===== src/rtl/if_stage_pkg.sv =====
// Shared fetch/decoder definitions: next-PC select codes, reset PC, fetch states.
// ERR state only exists when IF_ALIGN_CHECK_EN is defined.
package cpu_pkg;

    localparam logic [1:0] NPC_PLUS4  = 2'b00;
    localparam logic [1:0] NPC_BRANCH = 2'b01;
    localparam logic [1:0] NPC_JUMP   = 2'b10;
    localparam logic [1:0] NPC_JR     = 2'b11;

    localparam logic [31:0] PC_RESET_DEFAULT = 32'h0000_3000;

    typedef enum logic [1:0] {
        FS_IDLE = 2'd0,
        FS_REQ  = 2'd1,
`ifdef IF_ALIGN_CHECK_EN
        FS_HOLD = 2'd2,
        FS_ERR  = 2'd3
`else
        FS_HOLD = 2'd2
`endif
    } fetch_state_e;

endpackage


===== src/rtl/if_stage_if.sv =====
// Instruction-memory request/response bus between the fetch stage and imem.
interface if_stage_if #(
    parameter int ADDR_W = 32
);
    logic              imem_req;
    logic [ADDR_W-1:0] imem_addr;
    logic              imem_ready;
    logic [31:0]       imem_rdata;

    modport master (
        output imem_req,
        output imem_addr,
        input  imem_ready,
        input  imem_rdata
    );

    modport slave (
        input  imem_req,
        input  imem_addr,
        output imem_ready,
        output imem_rdata
    );
endinterface


===== src/rtl/if_stage_npc_calc.sv =====
// Combinational next-PC select: sequential, PC-relative branch, region jump, register jump.
module npc_calc
    import cpu_pkg::*;
#(
    parameter int ADDR_W = 32
) (
    input  logic [ADDR_W-1:0] pc,
    input  logic [25:0]       instr_idx,
    input  logic [1:0]        npc_op,
    input  logic [ADDR_W-1:0] jr_addr,
    output logic [ADDR_W-1:0] npc
);

    logic [ADDR_W-1:0] w_pc_plus4;
    logic [ADDR_W-1:0] w_br_off;
    logic [ADDR_W-1:0] w_jump_tgt;

    assign w_pc_plus4 = pc + ADDR_W'(4);
    // Word offset: sign-extend imm16 and scale by 4.
    assign w_br_off   = {{(ADDR_W-18){instr_idx[15]}}, instr_idx[15:0], 2'b00};
    assign w_jump_tgt = {w_pc_plus4[ADDR_W-1:28], instr_idx, 2'b00};

    always_comb begin
        npc = w_pc_plus4;
        case (npc_op)
            NPC_PLUS4:  npc = w_pc_plus4;
            NPC_BRANCH: npc = w_pc_plus4 + w_br_off;
            NPC_JUMP:   npc = w_jump_tgt;
            NPC_JR:     npc = jr_addr;
            default:    npc = w_pc_plus4;
        endcase
    end

endmodule


===== src/rtl/if_stage.sv =====
// MIPS multi-cycle fetch stage: owns PC, fetches over ready/valid, holds instr until retire.
// Optional IF_ALIGN_CHECK_EN: misaligned next PC raises sticky fetch_err and parks in ERR.
module if_stage
    import cpu_pkg::*;
#(
    parameter int                ADDR_W   = 32,
    parameter logic [ADDR_W-1:0] PC_RESET = ADDR_W'(PC_RESET_DEFAULT)
) (
    input  logic              clk,
    input  logic              rstn,
    if_stage_if.master        imem,
    output logic [31:0]       instr,
    output logic              instr_valid,
    output logic [5:0]        op,
    output logic [5:0]        funct,
    output logic [ADDR_W-1:0] pc,
    output logic [ADDR_W-1:0] pc_plus4,
    input  logic              retire,
    input  logic [1:0]        npc_op,
    input  logic [ADDR_W-1:0] jr_addr,
    output logic              fetch_err
);

    fetch_state_e      r_state, w_state_nxt;
    logic [ADDR_W-1:0] r_pc;
    logic [31:0]       r_instr;
    logic              r_instr_valid;

    logic              w_req;
    logic              w_load_instr;
    logic              w_retire_take;
    logic [ADDR_W-1:0] w_npc;
    logic [ADDR_W-1:0] w_pc_next;

    npc_calc #(.ADDR_W(ADDR_W)) u_npc_calc (
        .pc        (r_pc),
        .instr_idx (r_instr[25:0]),
        .npc_op    (npc_op),
        .jr_addr   (jr_addr),
        .npc       (w_npc)
    );

`ifdef IF_ALIGN_CHECK_EN
    logic w_misalign;
    logic r_fetch_err;

    assign w_misalign = |w_npc[1:0];
    assign w_pc_next  = w_npc;
    assign fetch_err  = r_fetch_err;

    always_ff @(posedge clk or negedge rstn) begin
        if (!rstn) begin
            r_fetch_err <= 1'b0;
        end else if (w_retire_take && w_misalign) begin
            r_fetch_err <= 1'b1;
        end
    end
`else
    // Without the checker a bad JR target is silently word-aligned.
    assign w_pc_next = w_npc & ~ADDR_W'(3);
    assign fetch_err = 1'b0;
`endif

    always_ff @(posedge clk or negedge rstn) begin
        if (!rstn) begin
            r_state <= FS_IDLE;
        end else begin
            r_state <= w_state_nxt;
        end
    end

    always_comb begin
        w_state_nxt   = r_state;
        w_req         = 1'b0;
        w_load_instr  = 1'b0;
        w_retire_take = 1'b0;
        case (r_state)
            FS_IDLE: w_state_nxt = FS_REQ;
            FS_REQ: begin
                w_req = 1'b1;
                if (imem.imem_ready) begin
                    w_load_instr = 1'b1;
                    w_state_nxt  = FS_HOLD;
                end
            end
            FS_HOLD: begin
                if (retire) begin
                    w_retire_take = 1'b1;
`ifdef IF_ALIGN_CHECK_EN
                    w_state_nxt   = w_misalign ? FS_ERR : FS_REQ;
`else
                    w_state_nxt   = FS_REQ;
`endif
                end
            end
`ifdef IF_ALIGN_CHECK_EN
            FS_ERR: w_state_nxt = FS_ERR;
`endif
            default: w_state_nxt = FS_IDLE;
        endcase
    end

    always_ff @(posedge clk or negedge rstn) begin
        if (!rstn) begin
            r_pc          <= PC_RESET;
            r_instr       <= '0;
            r_instr_valid <= 1'b0;
        end else begin
            if (w_load_instr) begin
                r_instr       <= imem.imem_rdata;
                r_instr_valid <= 1'b1;
            end
            if (w_retire_take) begin
                r_pc          <= w_pc_next;
                r_instr_valid <= 1'b0;
            end
        end
    end

    assign imem.imem_req  = w_req;
    assign imem.imem_addr = r_pc;

    assign instr       = r_instr;
    assign instr_valid = r_instr_valid;
    assign op          = r_instr[31:26];
    assign funct       = r_instr[5:0];
    assign pc          = r_pc;
    assign pc_plus4    = r_pc + ADDR_W'(4);

endmodule


===== src/flat_wrapper.sv =====
// flat-port wrapper written by rule: the top's interface ports become plain ports
module if_stage_flat import cpu_pkg::*;
#(
    parameter int                ADDR_W   = 32,
    parameter logic [ADDR_W-1:0] PC_RESET = ADDR_W'(PC_RESET_DEFAULT)
)
  (clk, rstn, instr, instr_valid, op, funct, pc, pc_plus4, retire, npc_op, jr_addr, fetch_err, imem_imem_req, imem_imem_addr, imem_imem_ready, imem_imem_rdata);
  if_stage_if #(.ADDR_W(ADDR_W)) imem_i ();
  input  logic clk;
  input  logic rstn;
  output logic [31:0] instr;
  output logic instr_valid;
  output logic [5:0] op;
  output logic [5:0] funct;
  output logic [ADDR_W-1:0] pc;
  output logic [ADDR_W-1:0] pc_plus4;
  input  logic retire;
  input  logic [1:0] npc_op;
  input  logic [ADDR_W-1:0] jr_addr;
  output logic fetch_err;
  output wire logic [$bits(imem_i.imem_req)-1:0] imem_imem_req;
  output wire logic [$bits(imem_i.imem_addr)-1:0] imem_imem_addr;
  input wire logic [$bits(imem_i.imem_ready)-1:0] imem_imem_ready;
  input wire logic [$bits(imem_i.imem_rdata)-1:0] imem_imem_rdata;
  assign imem_imem_req = imem_i.imem_req;
  assign imem_imem_addr = imem_i.imem_addr;
  assign imem_i.imem_ready = imem_imem_ready;
  assign imem_i.imem_rdata = imem_imem_rdata;
  if_stage #(.ADDR_W(ADDR_W), .PC_RESET(PC_RESET)) u_core (.clk(clk), .rstn(rstn), .imem(imem_i), .instr(instr), .instr_valid(instr_valid), .op(op), .funct(funct), .pc(pc), .pc_plus4(pc_plus4), .retire(retire), .npc_op(npc_op), .jr_addr(jr_addr), .fetch_err(fetch_err));
endmodule

===== config.mk =====
export PLATFORM = sky130hd
export DESIGN_NAME = if_stage_flat
export DESIGN_NICKNAME = d
export VERILOG_FILES = /design/src/rtl/if_stage_pkg.sv /design/src/rtl/if_stage_if.sv /design/src/rtl/if_stage_npc_calc.sv /design/src/rtl/if_stage.sv /design/src/flat_wrapper.sv
export SDC_FILE = /design/constraint.sdc
export NUM_CORES = 1
export LEC_CHECK = 0
export CORE_MARGIN = 2
export CORE_UTILIZATION = 46
export DETAILED_ROUTE_END_ITERATION = 6
export MAX_ROUTING_LAYER = met4
export PLACE_DENSITY = 0.82
export SYNTH_ARGS = -nofsm -noshare
export SYNTH_HDL_FRONTEND = slang
export SYNTH_SLANG_ARGS = --single-unit

===== constraint.sdc =====
create_clock -name clk -period 5.3 [get_ports clk]
set_clock_uncertainty 0.2 [all_clocks]
set_input_delay 0.53 -clock clk [delete_from_list [all_inputs] [get_ports clk]]
set_output_delay 0.53 -clock clk [all_outputs]
set_load 0.01 [all_outputs]

==> flow_summary.ini <==
[status]
status = completed

[yosys]
synth_flop_cell = dfrtp_1
yosysUniqueCellTypes = 60
yosysTopAreaCellShare = 0.270
synth_edf_count = 0
synth_area_leader_cell = dfrtp_1
avgSynthCellArea_um2 = 8.78
synth-warning-count = 0
syn-cell-area_um2 = 5840
yosysSeqAreaShare = 0.279
synth_seq_cells = 65
async_reset_ff_frac = 1.00
synth_area_leaders = dfrtp_1 (27%), ha_1 (7.5%), mux2_2 (7.1%)
synthesis.instances = 665

[setup_path]
critPathKind = reg -> reg
end_kind = flip-flop
cp_data_arrival_time_ns = 4.56
start_kind = flip-flop
crit_path_max_fanout = 9
cp.required_ns = 5.34

[layout]
diodes = 0
final_common_cell = clkdlybuf4s50_1
nets = 915
layout_common_cells = clkdlybuf4s50_1 (201), dfrtp_1 (63), nand2_1 (59)
layout-area-overhead-vs-synth_pct = 35.8
drive_gt1_frac = 0.104

[cts]
cts_buffer_depth = 2
ctsHoldBuffers = 0
cts.repair.resized = 0
clk_pin_slew_ns = 0.06
clock_latency_ns = 0.35
cts-htree-levels = 3
cts-root-buf = clkbuf_16
post_cts_buffers = 0
cts_tree = built
cts_inserted_buffers = 9
cts_sinks = 65

[floorplan]
die_x_um = 117
std_cell_rows = 41
die_y_um = 117
io_pins = 213
coreArea_um2 = 12500
start_util = 0.467
dieArea_um2 = 13600

[drt]
ant_nets = 0
wirelength_um = 20000
vias = 5717
routed_via_density = 5.80
drc = 0
drtIter0Drc = 341
wire_per_inst_um = 20.3
dr.pass1.iters = 4

[place]
portBuffers = 203
routabilityCongestion = 0.922
hpwl_um = 14600
pre_cts_ws_ns = 0.884

[timing]
max_slew_margin = 0.331
post-route-period-util = 0.853
timing.final.ws_setup_ns = 0.776
finalSetupViolCount = 0
tns_ns = 0
rsz0062_at_grt = no
period_needed_ns = 4.52
holdWs_ns = 0.202
maxSlewViolCount = 0
tightest_slew_ns = 1.00
max_freq_mhz = 221
finalHoldViolations = 0

[worst_hold_path]
hp-class = in -> async

[global_routing]
antenna_found_initial = 0
grt_pass1_vias = 5749
grt_overflow = 0
grt_pass1_wl_um = 30900
grt_use_total = 0.310
grt_max_degree = 66

[pwr]
peakVddDrop_mv = 0.371
p_per_area_nw_per_um2 = 719
leakage_nw = 3.27
power_w = 0.00570

[flow_run]
maxCapViolCount = 0
[power by group]
group | switching, W | internal (W) | total, W
logic | 0.00198 | 0.00198 | 0.00396
registers | 0.000399 | 0.000739 | 0.00114
clock network | 0.000247 | 0.000356 | 0.000603
[synthesized netlist by cell type, drive strengths merged, types with 18 or more instances]
cell	count
a21oi	49
buf	60
clkbuf	24
dfrtp	63
ha	35
mux2	37
nand2	59
nand3	18
nor2	43
o21ai	40
xnor2	26
xor2	23
[registers in the layout (all words and copies together) (netlist names)]
register and count:
u_core.instr 32, u_core.imem.imem_addr 30, u_core.instr_valid 1, u_core.r_state 2
[path summary, 6_finish.rpt]
check                                                      from                                    end  slack [ns]  cells after the start
setup / recovery           u_core.imem.imem_addr[4]$_DFFE_PN0P_  u_core.imem.imem_addr[28]$_DFFE_PN0P_        0.78                     14
hold / removal                                             rstn            u_core.instr[9]$_DFFE_PN0P_        0.20                      2
setup reg to reg           u_core.imem.imem_addr[4]$_DFFE_PN0P_  u_core.imem.imem_addr[28]$_DFFE_PN0P_        0.78                     14
hold reg to reg                  u_core.instr_valid$_DFFE_PN0P_         u_core.instr_valid$_DFFE_PN0P_        0.29                      2
max in group asynchronous                                  rstn  u_core.imem.imem_addr[28]$_DFFE_PN0P_        4.12                      2
min in group clk                 u_core.instr_valid$_DFFE_PN0P_         u_core.instr_valid$_DFFE_PN0P_        0.29                      2
[kinds of logic (layout without fill, tap and decap cells)]
family / count (synthesis) / in the layout / share of synthesized area
DFF: 65 / 65 / 0.279
muxes: 58 / 58 / 0.124
AOI/OAI and AO/OA: 167 / 167 / 0.176
other: 1 / 7 / 0.000642
adders and majority gates: 36 / 36 / 0.0784
xor gates and xnor gates: 49 / 49 / 0.0780
and+or+nand+nor: 188 / 188 / 0.161
buffers and inverters: 101 / 244 / 0.102
[metrics by stage]
step / instances / util / instance area, um^2
after floorplan: 671 / - / 5860
after global placement: 970 / 0.610 / 7640
after detailed placement: 970 / 0.610 / 7640
after CTS: 986 / 0.634 / 7930
after global routing: 986 / 0.634 / 7930
final: 986 / 0.634 / 7930
[worst max-delay path, stage by stage (launching register included)]
cell	delay (ns)
dfrtp_1	0.50
and4_1	0.33
nand4_1	0.34
buf_4	0.29
nor2_1	0.08
nand2_1	0.07
xnor2_1	0.35
ha_1	0.33
a21oi_1	0.31
nand2_1	0.09
o31ai_1	0.55
o21ai_0	0.35
a211oi_1	0.33
xnor2_1	0.10
a21o_1	0.18
[per-layer routing]
layer | track usage | vias up | share of wire
met5 | - | - | 0
met2 | 0.507 | 244 | 0.48
met1 | 0.386 | 2783 | 0.43
met4 | 0.138 | 0 | 0.030
met3 | 0.0384 | 38 | 0.063
li1 | - | 2652 | -
[area by class of cell]
class | count | area, um^2
Clock buffer | 13 | 270
Clock inverter | 3 | 23.8
Fill cell | 1089 | 4590
Inverter | 17 | 63.8
Multi-Input combinational cell | 505 | 3650
Sequential cell | 65 | 1630
Tap cell | 172 | 215
Timing Repair Buffer | 211 | 2080
Power figures use the tool's default switching activity.
